===== config.mk =====
export PLATFORM = sky130hd
export DESIGN_NAME = button_board_rx_db
export DESIGN_NICKNAME = d
export VERILOG_FILES = /design/src/rtl/button_board_rx_db.sv
export SDC_FILE = /design/constraint.sdc
export NUM_CORES = 1
export LEC_CHECK = 0
export ABC_AREA = 0
export BUFFER_PORTS_ARGS = -buffer_cell sky130_fd_sc_hd__buf_2
export CAP_MARGIN = 10
export CORE_MARGIN = 5
export CORE_UTILIZATION = 45
export CTS_BUF_LIST = sky130_fd_sc_hd__clkbuf_16
export DETAILED_ROUTE_END_ITERATION = 7
export PLACE_DENSITY = 0.71
export SLEW_MARGIN = 40
export SYNTH_ARGS = -nofsm -noshare
export SYNTH_HDL_FRONTEND = slang
export SYNTH_SLANG_ARGS = --single-unit

===== constraint.sdc =====
create_clock -name clk -period 2.2 [get_ports clk]
set_input_delay 0.44 -clock clk [delete_from_list [all_inputs] [get_ports clk]]
set_output_delay 0.44 -clock clk [all_outputs]
set_load 0.1 [all_outputs]

===== src/rtl/button_board_rx_db.sv =====
// Button-board receiver: direct lines plus one binary-encoded button group.
// Each channel is synchronised, debounced and turned into press/release events.
// Events are buffered in per-channel pending bits and drained one per handshake.
//
// Handshake: an event transfers on a rising clk edge where ev_valid && ev_ready.
// ev_valid, ev_idx and ev_press are registered, and stay stable while
// ev_valid && !ev_ready. ev_ready never reaches ev_valid combinationally.
module button_board_rx_db #(
    parameter int N_DIRECT        = 4,
    parameter int ENC_W           = 3,
    parameter int DEBOUNCE_CYCLES = 16,
    localparam int N_OUT = N_DIRECT + 2**ENC_W,
    localparam int IDX_W = $clog2(N_OUT),
    localparam int CNT_W = $clog2(DEBOUNCE_CYCLES)
) (
    input  logic                        clk,
    input  logic                        reset,
    input  logic [N_DIRECT+ENC_W:0]     b_in,
    output logic [N_OUT-1:0]            b_level,
    output logic                        ev_valid,
    input  logic                        ev_ready,
    output logic [IDX_W-1:0]            ev_idx,
    output logic                        ev_press,
    output logic                        overflow,
    input  logic                        ovf_clr
);

    localparam int MSB = N_DIRECT + ENC_W;
    localparam logic [CNT_W-1:0] CNT_MAX = CNT_W'(DEBOUNCE_CYCLES - 1);

    logic [ENC_W-1:0] field;
    logic [N_OUT-1:0] raw;
    logic [N_OUT-1:0] sync1;
    logic [N_OUT-1:0] sync2;
    logic [CNT_W-1:0] cnt [N_OUT];
    logic [N_OUT-1:0] acc;
    logic [N_OUT-1:0] set_press;
    logic [N_OUT-1:0] set_rel;
    logic [N_OUT-1:0] pend_press;
    logic [N_OUT-1:0] pend_rel;
    logic [N_OUT-1:0] clr_press;
    logic [N_OUT-1:0] clr_rel;
    logic             found_p;
    logic             found_r;
    logic [IDX_W-1:0] idx_p;
    logic [IDX_W-1:0] idx_r;
    logic             load;
    logic             ovf_set;

    assign field = b_in[MSB-1:N_DIRECT];

    // Map the raw board onto channels: direct lines first, then one channel per code.
    always_comb begin
        raw = '0;
        raw[N_DIRECT-1:0] = b_in[N_DIRECT-1:0];
        for (int k = 0; k < 2**ENC_W; k++) begin
            raw[N_DIRECT+k] = b_in[MSB] && (field == ENC_W'(k));
        end
    end

    // Two-flop synchroniser per channel.
    always_ff @(posedge clk) begin
        if (reset) begin
            sync1 <= '0;
            sync2 <= '0;
        end else begin
            sync1 <= raw;
            sync2 <= sync1;
        end
    end

    // A channel is accepted when it has differed from its level for the full count.
    always_comb begin
        for (int i = 0; i < N_OUT; i++) begin
            acc[i] = (sync2[i] != b_level[i]) && (cnt[i] == CNT_MAX);
        end
        set_press = acc & sync2;
        set_rel   = acc & ~sync2;
    end

    // Debounce counters: any return to the current level restarts the count.
    always_ff @(posedge clk) begin
        if (reset) begin
            for (int i = 0; i < N_OUT; i++) cnt[i] <= '0;
            b_level <= '0;
        end else begin
            for (int i = 0; i < N_OUT; i++) begin
                if (sync2[i] == b_level[i]) begin
                    cnt[i] <= '0;
                end else if (cnt[i] == CNT_MAX) begin
                    b_level[i] <= sync2[i];
                    cnt[i]     <= '0;
                end else begin
                    cnt[i] <= cnt[i] + CNT_W'(1);
                end
            end
        end
    end

    // Pick the next event: lowest pending press, else lowest pending release.
    always_comb begin
        load    = !ev_valid || ev_ready;
        found_p = 1'b0;
        found_r = 1'b0;
        idx_p   = '0;
        idx_r   = '0;
        for (int i = N_OUT - 1; i >= 0; i--) begin
            if (pend_press[i]) begin
                found_p = 1'b1;
                idx_p   = IDX_W'(i);
            end
            if (pend_rel[i]) begin
                found_r = 1'b1;
                idx_r   = IDX_W'(i);
            end
        end
        clr_press = '0;
        clr_rel   = '0;
        for (int i = 0; i < N_OUT; i++) begin
            clr_press[i] = load && found_p && (idx_p == IDX_W'(i));
            clr_rel[i]   = load && !found_p && found_r && (idx_r == IDX_W'(i));
        end
        // Re-setting a bit that stays pending means an event is lost.
        ovf_set = |((set_press & pend_press & ~clr_press) |
                    (set_rel & pend_rel & ~clr_rel));
    end

    // Pending masks, output event register and sticky overflow.
    always_ff @(posedge clk) begin
        if (reset) begin
            pend_press <= '0;
            pend_rel   <= '0;
            ev_valid   <= 1'b0;
            ev_idx     <= '0;
            ev_press   <= 1'b0;
            overflow   <= 1'b0;
        end else begin
            pend_press <= (pend_press & ~clr_press) | set_press;
            pend_rel   <= (pend_rel & ~clr_rel) | set_rel;
            if (load) begin
                if (found_p) begin
                    ev_valid <= 1'b1;
                    ev_idx   <= idx_p;
                    ev_press <= 1'b1;
                end else if (found_r) begin
                    ev_valid <= 1'b1;
                    ev_idx   <= idx_r;
                    ev_press <= 1'b0;
                end else begin
                    ev_valid <= 1'b0;
                end
            end
            if (ovf_set) begin
                overflow <= 1'b1;
            end else if (ovf_clr) begin
                overflow <= 1'b0;
            end
        end
    end

endmodule


==> out/qor.csv, run 1 <==
metric,value,unit
chipWidth,119,um
drtIter0Drc,227,
cap_violations,0,
antenna_found_initial,0,
synth_top_cell_by_area,edfxtp_1,
grtUsageMet1,21.1,%
reg2reg_to,overflow$_SDFFE_PP0P_,
whs,0.233,ns
rsz0062_at_grt,true,
grt_pass1_vias,4350,
core_area,11600,sq um
synth_top_area_share,26.8,%
r2r_slack,-0.005,ns
clk_path_buf_depth,2,
met3_usage,5.40,%
worstMarginPinSlew,0.525,ns
design.die.area,14200,sq um
critPathMaxFanout,4,
finalCritPeriodShare,100,%
avgSynthCellArea,9.87,sq um
static-leakage-power,2.75,nW
postSynthCellCount,544,
grt_max_degree,31,
final_nets,696,
cts_max_level,4,
synth_area_leaders,"edfxtp_1 27%, dfxtp_1 25%, nor2_1 6.7%",
fin_area,6760,sq um
busiest_layer,met2,
hold_class,primary input to flop,
hpwlAfterDp,9.06,mm
netlist_area,5370,sq um
max_freq,454,MHz
report.final.slew_viol_count,0,
io_buffers,30,
slew_headroom,64.9,%
mostFrequentLayoutCells,"96 x nor2_1, 63 x dfxtp_1, 48 x edfxtp_1, 48 x conb_1, 41 x buf_4",
clk_latency,0.42,ns
postCtsHoldBufs,0,
reg2reg_depth,9,
nFillCells,1019,
synth_seq_cells,115,
grt_overflow,0,
drive_gt1_share,18.2,%
crit_path_start_kind,flop,
violations,negative setup slack,
ys_warn_count,0,
avgRoutedWirePerCell,14.5,um
synthFlopType,dfxtp_1,
vias,4258,
finalHoldViolations,0,
cp-end-kind,flop,
async_flop_share,0,%
vdd_drop_max,0.395,mV
dpl_cell_area,6120,sq um
setup_viol,1,
period_minus_slack,2.20,ns
start_util,46.4,%
viasPerCell,5.14,
timing.critical_path.to,overflow$_SDFFE_PP0P_,
firstDrtPassIters,4,
r2r_start,pend_press[1]$_SDFF_PP0_,
setup_slack,-0.00450,ns
io_pins,31,
cts.sinks,115,
clk_pin_slew,0.05,ns
finalClockSkew,0.00644,ns
area_delta_synth_final,26.0,%
antenna_left,0,
grt_pass1_wl,20.2,mm
drt-total-wl,12.0,mm
status,"finished, violations left",
drc,0,
gp_congestion,0.910,
fp.dieH,119,um
p_per_area,726,nW/um^2
root_buffer,clkbuf_16,
final_common_cell,nor2_1,
tritoncts,yes,
synth-edff-count,48,
ys_seq_area_share,51.8,%
ys_types,53,
grt_usage,17.9,%
cts_buffers,17,
critical_path_class,flop to flop,
cp.arrival,2.48,ns
placementRows,39,
num_antenna_cells,0,
grt_use_met2,29.8,%
crit_required,2.47,ns
worstSetupStartpoint,pend_press[1]$_SDFF_PP0_,
==> what timing repair did <==
action                     in CTS  in global routing
pin swaps                       1                  8
setup buffers                   2                  4
gates resized for setup         0                 16
hold endpoints to repair        0                  0
setup endpoints to repair       1                  1
==> per-stage QoR <==
stage / worst slack, ns / std cells / TNS (ns) / utilization [%] / total power, mW
2_1_floorplan: 0.0173 / 591 / 0 / - / 2.43
3_3_place_gp: 0.0500 / 790 / 0 / 53.0 / 2.48
3_5_place_dp: -0.00121 / 790 / -0.00121 / 53.0 / 2.48
4_1_cts: 0.00707 / 824 / 0 / 57.7 / 4.96
5_1_grt: -0.169 / 828 / -0.169 / 58.5 / 5.08
6_report: -0.00450 / 828 / -0.00450 / 58.5 / 4.91
==> layer usage <==
| metal | up-vias | share of wire, % |
|---|---|---|
| met2 | 92 | 49 |
| met3 | 30 | 5.4 |
| li1 | 2147 | - |
| met4 | 0 | 2.8 |
| met1 | 1989 | 43 |
| met5 | - | 0 |
==> flip-flops by register name (all words and copies together), names as in the netlist <==
register,cells
sync1,12
pend_rel,12
cnt,48
overflow,1
ev_valid,1
sync2,12
b_level,12
ev_press,1
ev_idx,4
pend_press,12
==> final cells by class <==
type                       count  area, sq um  area share (%)
timing repair buffer          73          489            7.23
tap                          143          179            2.65
clock inverter                14         82.6            1.22
sequential                   115         2790            41.3
multi-input combinational    445         2700            39.9
inverter                      20         75.1            1.11
clock buffer                  18          450            6.66
==> critical path: stages (launching register included) <==
cell      delay [ns]
dfxtp_4         0.36
nor4_4          0.28
buf_4           0.18
nand4_4         0.12
or3_4           0.41
nor2_4          0.15
buf_6           0.12
a211oi_4        0.05
nor4_2          0.24
a41oi_1         0.14
==> how the worst min path moves through the flow <==
stage	slack [ns]	startpoint	end	cells past startpoint
2_1_floorplan	0.41	sync1[0]$_SDFF_PP0_	sync2[0]$_SDFF_PP0_	1
3_3_place_gp	0.42	sync1[1]$_SDFF_PP0_	sync2[1]$_SDFF_PP0_	1
3_5_place_dp	0.42	sync1[8]$_SDFF_PP0_	sync2[8]$_SDFF_PP0_	1
4_1_cts	0.22	b_in[3]	sync1[3]$_SDFF_PP0_	2
5_1_grt	0.22	b_in[3]	sync1[3]$_SDFF_PP0_	2
6_report	0.23	b_in[3]	sync1[3]$_SDFF_PP0_	2
==> synth_stat cells, types with 2 or more instances <==
cell and number:
clkbuf_1 8, a211oi_1 6, nor3_1 8, nor2_1 96
nand3b_1 10, o21ba_2 2, or3_1 6, nand3_1 27
a21o_1 7, nor4_4 3, nor3b_1 6, or3b_2 3
nor2b_1 22, o31a_1 2, buf_1 3, o31ai_1 2
nand2b_1 19, ha_1 12, nand4_1 3, o2111ai_1 4
and3_1 9, xor2_1 13, inv_1 20, or2_2 5
o21ai_0 13, nand2_1 25, o311a_1 3, nor4_1 5
a21oi_1 32, edfxtp_1 48, a31oi_1 4, xnor2_1 18
mux2i_1 13, dfxtp_1 67, o21bai_1 2
==> cell families (layout without fill, tap and decap cells) <==
kind of cell    Yosys count  in the layout  share of synthesized area (%)
flops                   115            115                           51.8
compound gates           88             88                           10.7
other cells               1             48                         0.0698
simple gates            253            253                           25.0
fa+ha+maj                12             12                           2.80
mux                      13             13                           2.42
xor+xnor                 31             31                           5.06
buf+inv                  31            125                           2.17
==> power by group <==
group	leakage (nW)	internal [mW]	switching [mW]
clock network	0.282	1.56	0.899
registers	1.04	2.27	0.0316
logic	1.43	0.0579	0.0851
(Power assumes the default switching activity.)
==> inputs of run 2 (changes only) <==
--- a/config.mk
+++ b/config.mk
@@ -12,7 +12,7 @@
 export CORE_UTILIZATION = 45
 export CTS_BUF_LIST = sky130_fd_sc_hd__clkbuf_16
 export DETAILED_ROUTE_END_ITERATION = 7
-export PLACE_DENSITY = 0.71
+export PLACE_DENSITY = 0.6
 export SLEW_MARGIN = 40
 export SYNTH_ARGS = -nofsm -noshare
 export SYNTH_HDL_FRONTEND = slang
==> constraint.sdc (replaced) <==
create_clock -name clk -period 2.79 [get_ports clk]
set_input_delay 0.558 -clock clk [delete_from_list [all_inputs] [get_ports clk]]
set_output_delay 0.558 -clock clk [all_outputs]
set_load 0.1 [all_outputs]
==> run 2 against run 1 <==
The flow now finishes without violations. Clock power decreased by 13%. Fmax shrank 7.6%. Non-clock buffer count down 37. Design area is 4.1% lower. Worst hold slack better by 0.12 ns. Sequential power down 21%. Sequential cell count is the same. First-iteration DRC count fell by 0.88%. Clock-buffer cell count rose by 2. Clock skew up 0.0078 ns. Final cell count fell by 4.5%. Register-to-register slack better by 0.41 ns. Largest power group unchanged.
==> out/qor.csv, run 2 (synthesis results as in run 1) <==
metric,value,unit,change
status,finished clean,,
r2r_start,pend_press[0]$_SDFF_PP0_,,
core_area,11600,sq um,unchanged
drive_gt1_share,13.3,%,-5.0 points
clk_latency,0.42,ns,about the same
clk_path_buf_depth,2,,unchanged
root_buffer,clkbuf_16,,
clk_pin_slew,0.06,ns,about the same
avgRoutedWirePerCell,14.1,um,-3.1%
io_pins,31,,unchanged
drc,0,,unchanged
setup_slack,0.405,ns,+0.409 ns
finalHoldViolations,0,,unchanged
hpwlAfterDp,8.46,mm,-6.6%
setup_viol,0,,-1
dp_slack,0.349,ns,+0.350 ns
area_delta_synth_final,20.8,%,
placementRows,39,,unchanged
num_antenna_cells,0,,unchanged
grt_usage,16.9,%,-1.1 points
grt_pass1_wl,19.0,mm,-5.8%
antenna_left,0,,unchanged
cp.arrival,2.67,ns,+0.19 ns
gp_congestion,0.962,,+5.7%
timing.setup.tns,0,ns,+0.00450 ns
p_per_area,626,nW/um^2,-14%
worstSetupStartpoint,pend_press[0]$_SDFF_PP0_,,
finalClockSkew,0.0143,ns,+0.00784 ns
postCtsResizedCells,0,,unchanged
reg2reg_to,overflow$_SDFFE_PP0P_,,
grt_max_degree,31,,unchanged
fp.dieH,119,um,unchanged
post_cts_buffers,0,,-2
cp-end-kind,flop,,
cts_max_level,4,,unchanged
vdd_drop_max,0.505,mV,+28%
cts.sinks,115,,unchanged
drt-total-wl,11.1,mm,-7.5%
mostFrequentLayoutCells,"96 x nor2_1, 67 x dfxtp_1, 48 x edfxtp_1, 48 x conb_1, 32 x a21oi_1",,
final_common_cell,nor2_1,,
grt_pass1_vias,3968,,-8.8%
grt_overflow,0,,unchanged
postCtsHoldBufs,0,,unchanged
critPathMaxFanout,7,,+3
critical_path_class,flop to flop,,
start_util,46.4,%,unchanged
whs,0.356,ns,+0.124 ns
crit_required,3.08,ns,+0.61 ns
vias,4031,,-5.3%
reg2reg_depth,7,,-2
tritoncts,yes,,
final_nets,659,,-5.3%
finalCritPeriodShare,85.5,%,-15 points
firstDrtPassIters,4,,unchanged
design.die.area,14200,sq um,unchanged
hold_class,primary input to flop,,
dpl_cell_area,5890,sq um,-3.8%
fin_area,6490,sq um,-4.1%
static-leakage-power,2.58,nW,-6.4%
period_minus_slack,2.39,ns,+0.181 ns
timing.critical_path.to,overflow$_SDFFE_PP0P_,,
antenna_found_initial,0,,unchanged
r2r_slack,0.40,ns,+0.41 ns
slew_headroom,50.4,%,-14 points
viasPerCell,5.10,,-0.90%
report.final.slew_viol_count,0,,unchanged
cap_violations,0,,unchanged
worstMarginPinSlew,0.742,ns,+0.217 ns
chipWidth,119,um,unchanged
largest-register,cnt,,
max_freq,419,MHz,-7.6%
crit_path_start_kind,flop,,
cts_buffers,17,,unchanged
largest_register_ffs,48,,unchanged
drtIter0Drc,225,,-0.88%
io_buffers,30,,unchanged
rsz0062_at_grt,false,,
==> run 2: worst min-delay path by stage <==
stage                              from             endpoint  slack [ns]  cells after the start
floorplan           sync1[0]$_SDFF_PP0_  sync2[0]$_SDFF_PP0_        0.41                      1
global placement    sync1[1]$_SDFF_PP0_  sync2[1]$_SDFF_PP0_        0.42                      1
detailed placement  sync1[1]$_SDFF_PP0_  sync2[1]$_SDFF_PP0_        0.42                      1
CTS                             b_in[1]  sync1[1]$_SDFF_PP0_        0.33                      2
global route                    b_in[1]  sync1[1]$_SDFF_PP0_        0.34                      2
finish                          b_in[1]  sync1[1]$_SDFF_PP0_        0.36                      2
==> run 2: critical path, stage by stage, from the launching register on <==
cell	delay, ns
dfxtp_1	0.40
nor4_4	0.51
nand4_4	0.19
or3_4	0.46
nor2_4	0.12
a211oi_1	0.09
nor4_1	0.34
a41oi_1	0.15
==> run 2: power by group <==
group	internal [mW]	switching, mW
logic	0.0431	0.0653
registers	1.79	0.0245
clock network	1.38	0.764
==> run 2: routing by layer <==
| metal | vias up | wire length (um) | share of wire, % | global-route usage [%] |
|---|---|---|---|---|
| met5 | - | 0 | 0 | 0 |
| met4 | 0 | 195 | 1.8 | 6.59 |
| met3 | 16 | 412 | 3.7 | 4.83 |
| met2 | 68 | 5200 | 47 | 26.7 |
| met1 | 1885 | 5330 | 48 | 21.9 |
| li1 | 2062 | - | - | - |
==> run 2: cell type report <==
cell class                      count  area, sq um
Fill cell                        1052         5080
Sequential cell                   115         2780
Multi-Input combinational cell    445         2650
Timing Repair Buffer               36          208
Inverter                           20         75.1
Tap cell                          143          179
Clock buffer                       20          500
Clock inverter                     12         96.3
==> run 2: per-stage QoR <==
step,util (%),power [mW],instances
after floorplan,-,1.92,591
after global placement,50.9,1.95,759
after detailed placement,50.9,1.95,759
after CTS,56.1,4.11,791
after global routing,56.1,4.23,791
final,56.1,4.06,791
==> inputs of run 3 (changes only) <==
--- a/config.mk
+++ b/config.mk
@@ -5,7 +5,7 @@
 export SDC_FILE = /design/constraint.sdc
 export NUM_CORES = 1
 export LEC_CHECK = 0
-export ABC_AREA = 0
+export ABC_AREA = 1
 export BUFFER_PORTS_ARGS = -buffer_cell sky130_fd_sc_hd__buf_2
 export CAP_MARGIN = 10
 export CORE_MARGIN = 5
==> run 3 against run 2 <==
Register-to-register slack better by 0.40 ns. Clock skew fell by 0.0085 ns. Via count grew 6.7%. Worst hold slack got worse by 0.0078 ns. Utilization fell by 2.1 points. Design area fell by 0.40%. Final cell count increased by 15%. Global-route usage shrank 0.71 points. First-iteration DRC count fell by 3.1%. Sequential power barely moved. Clock-buffer cell count decreased by 3. Power down 6.4%. Critical endpoint unchanged. Largest power group unchanged. Highest routed layer unchanged.
==> out/qor.csv, run 3 <==
metric,value,unit,change
status,finished clean,,
ys_warn_count,0,,unchanged
finalHoldViolations,0,,unchanged
rsz0062_at_grt,false,,
design.die.area,14400,sq um,+1.5%
grt_pass1_vias,4130,,+4.1%
drtIter0Drc,218,,-3.1%
area_delta_synth_final,18.4,%,
synthFlopType,dfxtp_1,,
synth_top_area_share,26.4,%,-0.44 points
cts_buffers,17,,unchanged
vias,4300,,+6.7%
setup_slack,0.807,ns,+0.402 ns
drc,0,,unchanged
netlist_area,5460,sq um,+1.7%
nFillCells,1109,,+5.4%
synth_top_cell_by_area,edfxtp_1,,
grt_pass1_wl,18.4,mm,-3.4%
dpl_cell_area,5950,sq um,+0.96%
async_flop_share,0,%,unchanged
grt_max_degree,54,,+74%
synth-edff-count,48,,unchanged
crit_path_start_kind,flop,,
static-leakage-power,2.87,nW,+11%
antenna_left,0,,unchanged
p_per_area,588,nW/um^2,-6.0%
start_util,45.6,%,-0.80 points
cts_max_level,4,,unchanged
critical_path_class,flop to flop,,
io_buffers,30,,unchanged
firstDrtPassIters,4,,unchanged
grt_usage,16.2,%,-0.71 points
fin_area,6460,sq um,-0.40%
root_buffer,clkbuf_16,,
final_nets,771,,+17%
avgSynthCellArea,8.29,sq um,-16%
viasPerCell,4.74,,-7.0%
io_pins,31,,unchanged
postCtsHoldBufs,0,,unchanged
synth_area_leaders,"edfxtp_1 26%, dfxtp_1 25%, nor2_1 8.5%",,
vdd_drop_max,0.321,mV,-37%
dp_slack,0.578,ns,+0.229 ns
drive_gt1_share,10.9,%,-2.4 points
report.final.slew_viol_count,0,,unchanged
core_area,12000,sq um,+3.4%
drt-total-wl,10.8,mm,-2.8%
clk_latency,0.41,ns,about the same
period_minus_slack,1.98,ns,-0.402 ns
setup_viol,0,,unchanged
placementRows,40,,+2.6%
antenna_found_initial,0,,unchanged
hold_class,primary input to flop,,
hpwlAfterDp,8.16,mm,-3.5%
postSynthCellCount,658,,+21%
chipWidth,120,um,+0.75%
synthMostInstantiatedCell,nor2_1,,
clk_pin_slew,0.05,ns,about the same
fp.dieH,120,um,+0.75%
post_cts_buffers,0,,unchanged
mostFrequentLayoutCells,"124 x nor2_1, 97 x inv_1, 96 x nand2_1",,
cap_violations,0,,unchanged
r2r_slack,0.81,ns,+0.40 ns
critPathMaxFanout,5,,-2
clk_path_buf_depth,2,,unchanged
max_freq,504,MHz,+20%
synth_seq_cells,115,,unchanged
tritoncts,yes,,
synthTopCellsByCount,"124 x nor2_1, 96 x nand2_1, 90 x inv_1, 67 x dfxtp_1, 60 x nand3_1",,
postCtsResizedCells,0,,unchanged
finalClockSkew,0.00574,ns,-0.00855 ns
crit_required,3.10,ns,+0.02 ns
cp-end-kind,flop,,
timing.setup.tns,0,ns,unchanged
final_common_cell,nor2_1,,
avgRoutedWirePerCell,11.9,um,-15%
slew_headroom,60.2,%,+9.7 points
largest-register,cnt,,
num_antenna_cells,0,,unchanged
finalCritPeriodShare,71.1,%,-14 points
cp.arrival,2.29,ns,-0.38 ns
grt_overflow,0,,unchanged
gp_congestion,0.853,,-11%
ys_seq_area_share,51.0,%,-0.84 points
worstMarginPinSlew,0.598,ns,-0.144 ns
largest_register_ffs,48,,unchanged
cts.sinks,115,,unchanged
ys_types,36,,-32%
[run 3: cell types whose count changed after synthesis, sizes merged, moves of 8 or more]
cell    change
xnor2      -12
nand4      +15
nand2b     -19
mux2i      -13
nor2       +36
inv        +76
nor2b      -22
nand3      +35
nand2      +76
xor2        +8
and3        -9
[run 3: layout make-up]
type                       count  area [sq um]  share of cell area, %
clock buffer                  17           425                   6.58
multi-input combinational    484          2450                   37.9
clock inverter                15          88.8                   1.37
sequential                   115          2780                   43.1
tap                          147           184                   2.85
timing repair buffer          32           165                   2.56
inverter                      97           365                   5.65
[run 3: power by group]
group	switching (mW)	internal [mW]	leakage, nW
Sequential	0.0249	1.79	1.04
Clock	0.694	1.18	0.286
Combinational	0.0771	0.0351	1.55
[run 3: cells by family (layout without fill, tap and decap cells)]
family | Yosys count | count (layout) | share of synthesized area, %
AO/OA/AOI/OAI | 59 | 59 | 6.05
flip-flops | 115 | 115 | 51.0
buffers and inverters | 106 | 161 | 7.36
AND/OR/NAND/NOR | 338 | 338 | 28.5
XOR/XNOR | 27 | 27 | 4.33
other | 1 | 48 | 0.0687
adder cells (fa/ha/maj) | 12 | 12 | 2.75
[run 3: final timing paths]
kind	end	from	depth (start not counted)
setup / recovery	overflow$_SDFFE_PP0P_	pend_press[3]$_SDFF_PP0_	16
hold / removal	sync1[2]$_SDFF_PP0_	b_in[2]	3
setup reg to reg	overflow$_SDFFE_PP0P_	pend_press[3]$_SDFF_PP0_	16
hold reg to reg	sync2[6]$_SDFF_PP0_	sync1[6]$_SDFF_PP0_	2
[run 3: per-layer routing]
layer | track usage (%) | wire, um | part of all wire [%] | vias up
li1 | - | - | - | 2278
met1 | 20.1 | 5120 | 47 | 1948
met2 | 25.9 | 5050 | 47 | 54
met3 | 4.81 | 388 | 3.6 | 20
met4 | 7.23 | 267 | 2.5 | 0
met5 | 0 | 0 | 0 | -
[run 3: stage by stage]
stage	hold slack (ns)	util, %	instances	total power [mW]
2_1_floorplan	0.388	-	705	1.93
3_3_place_gp	0.390	49.7	875	1.96
3_5_place_dp	0.394	49.7	875	1.96
4_1_cts	0.335	54.0	907	3.86
5_1_grt	0.345	54.0	907	3.96
6_report	0.349	54.0	907	3.80
[run 3: critical path, cell delays in order (launching register included)]
cell and delay [ns]:
dfxtp_1 0.38, nor2_4 0.19, nand2_4 0.10, clkinv_2 0.08, nand2_4 0.06, nor2_8 0.09, nand3_2 0.10, nor2_2 0.16
nand3_1 0.14, nand3_1 0.11, nand2_1 0.05, nor2_1 0.08, nand2_1 0.05, nor2_1 0.10, nand3_1 0.08, nand2_1 0.06
inv_1 0.04
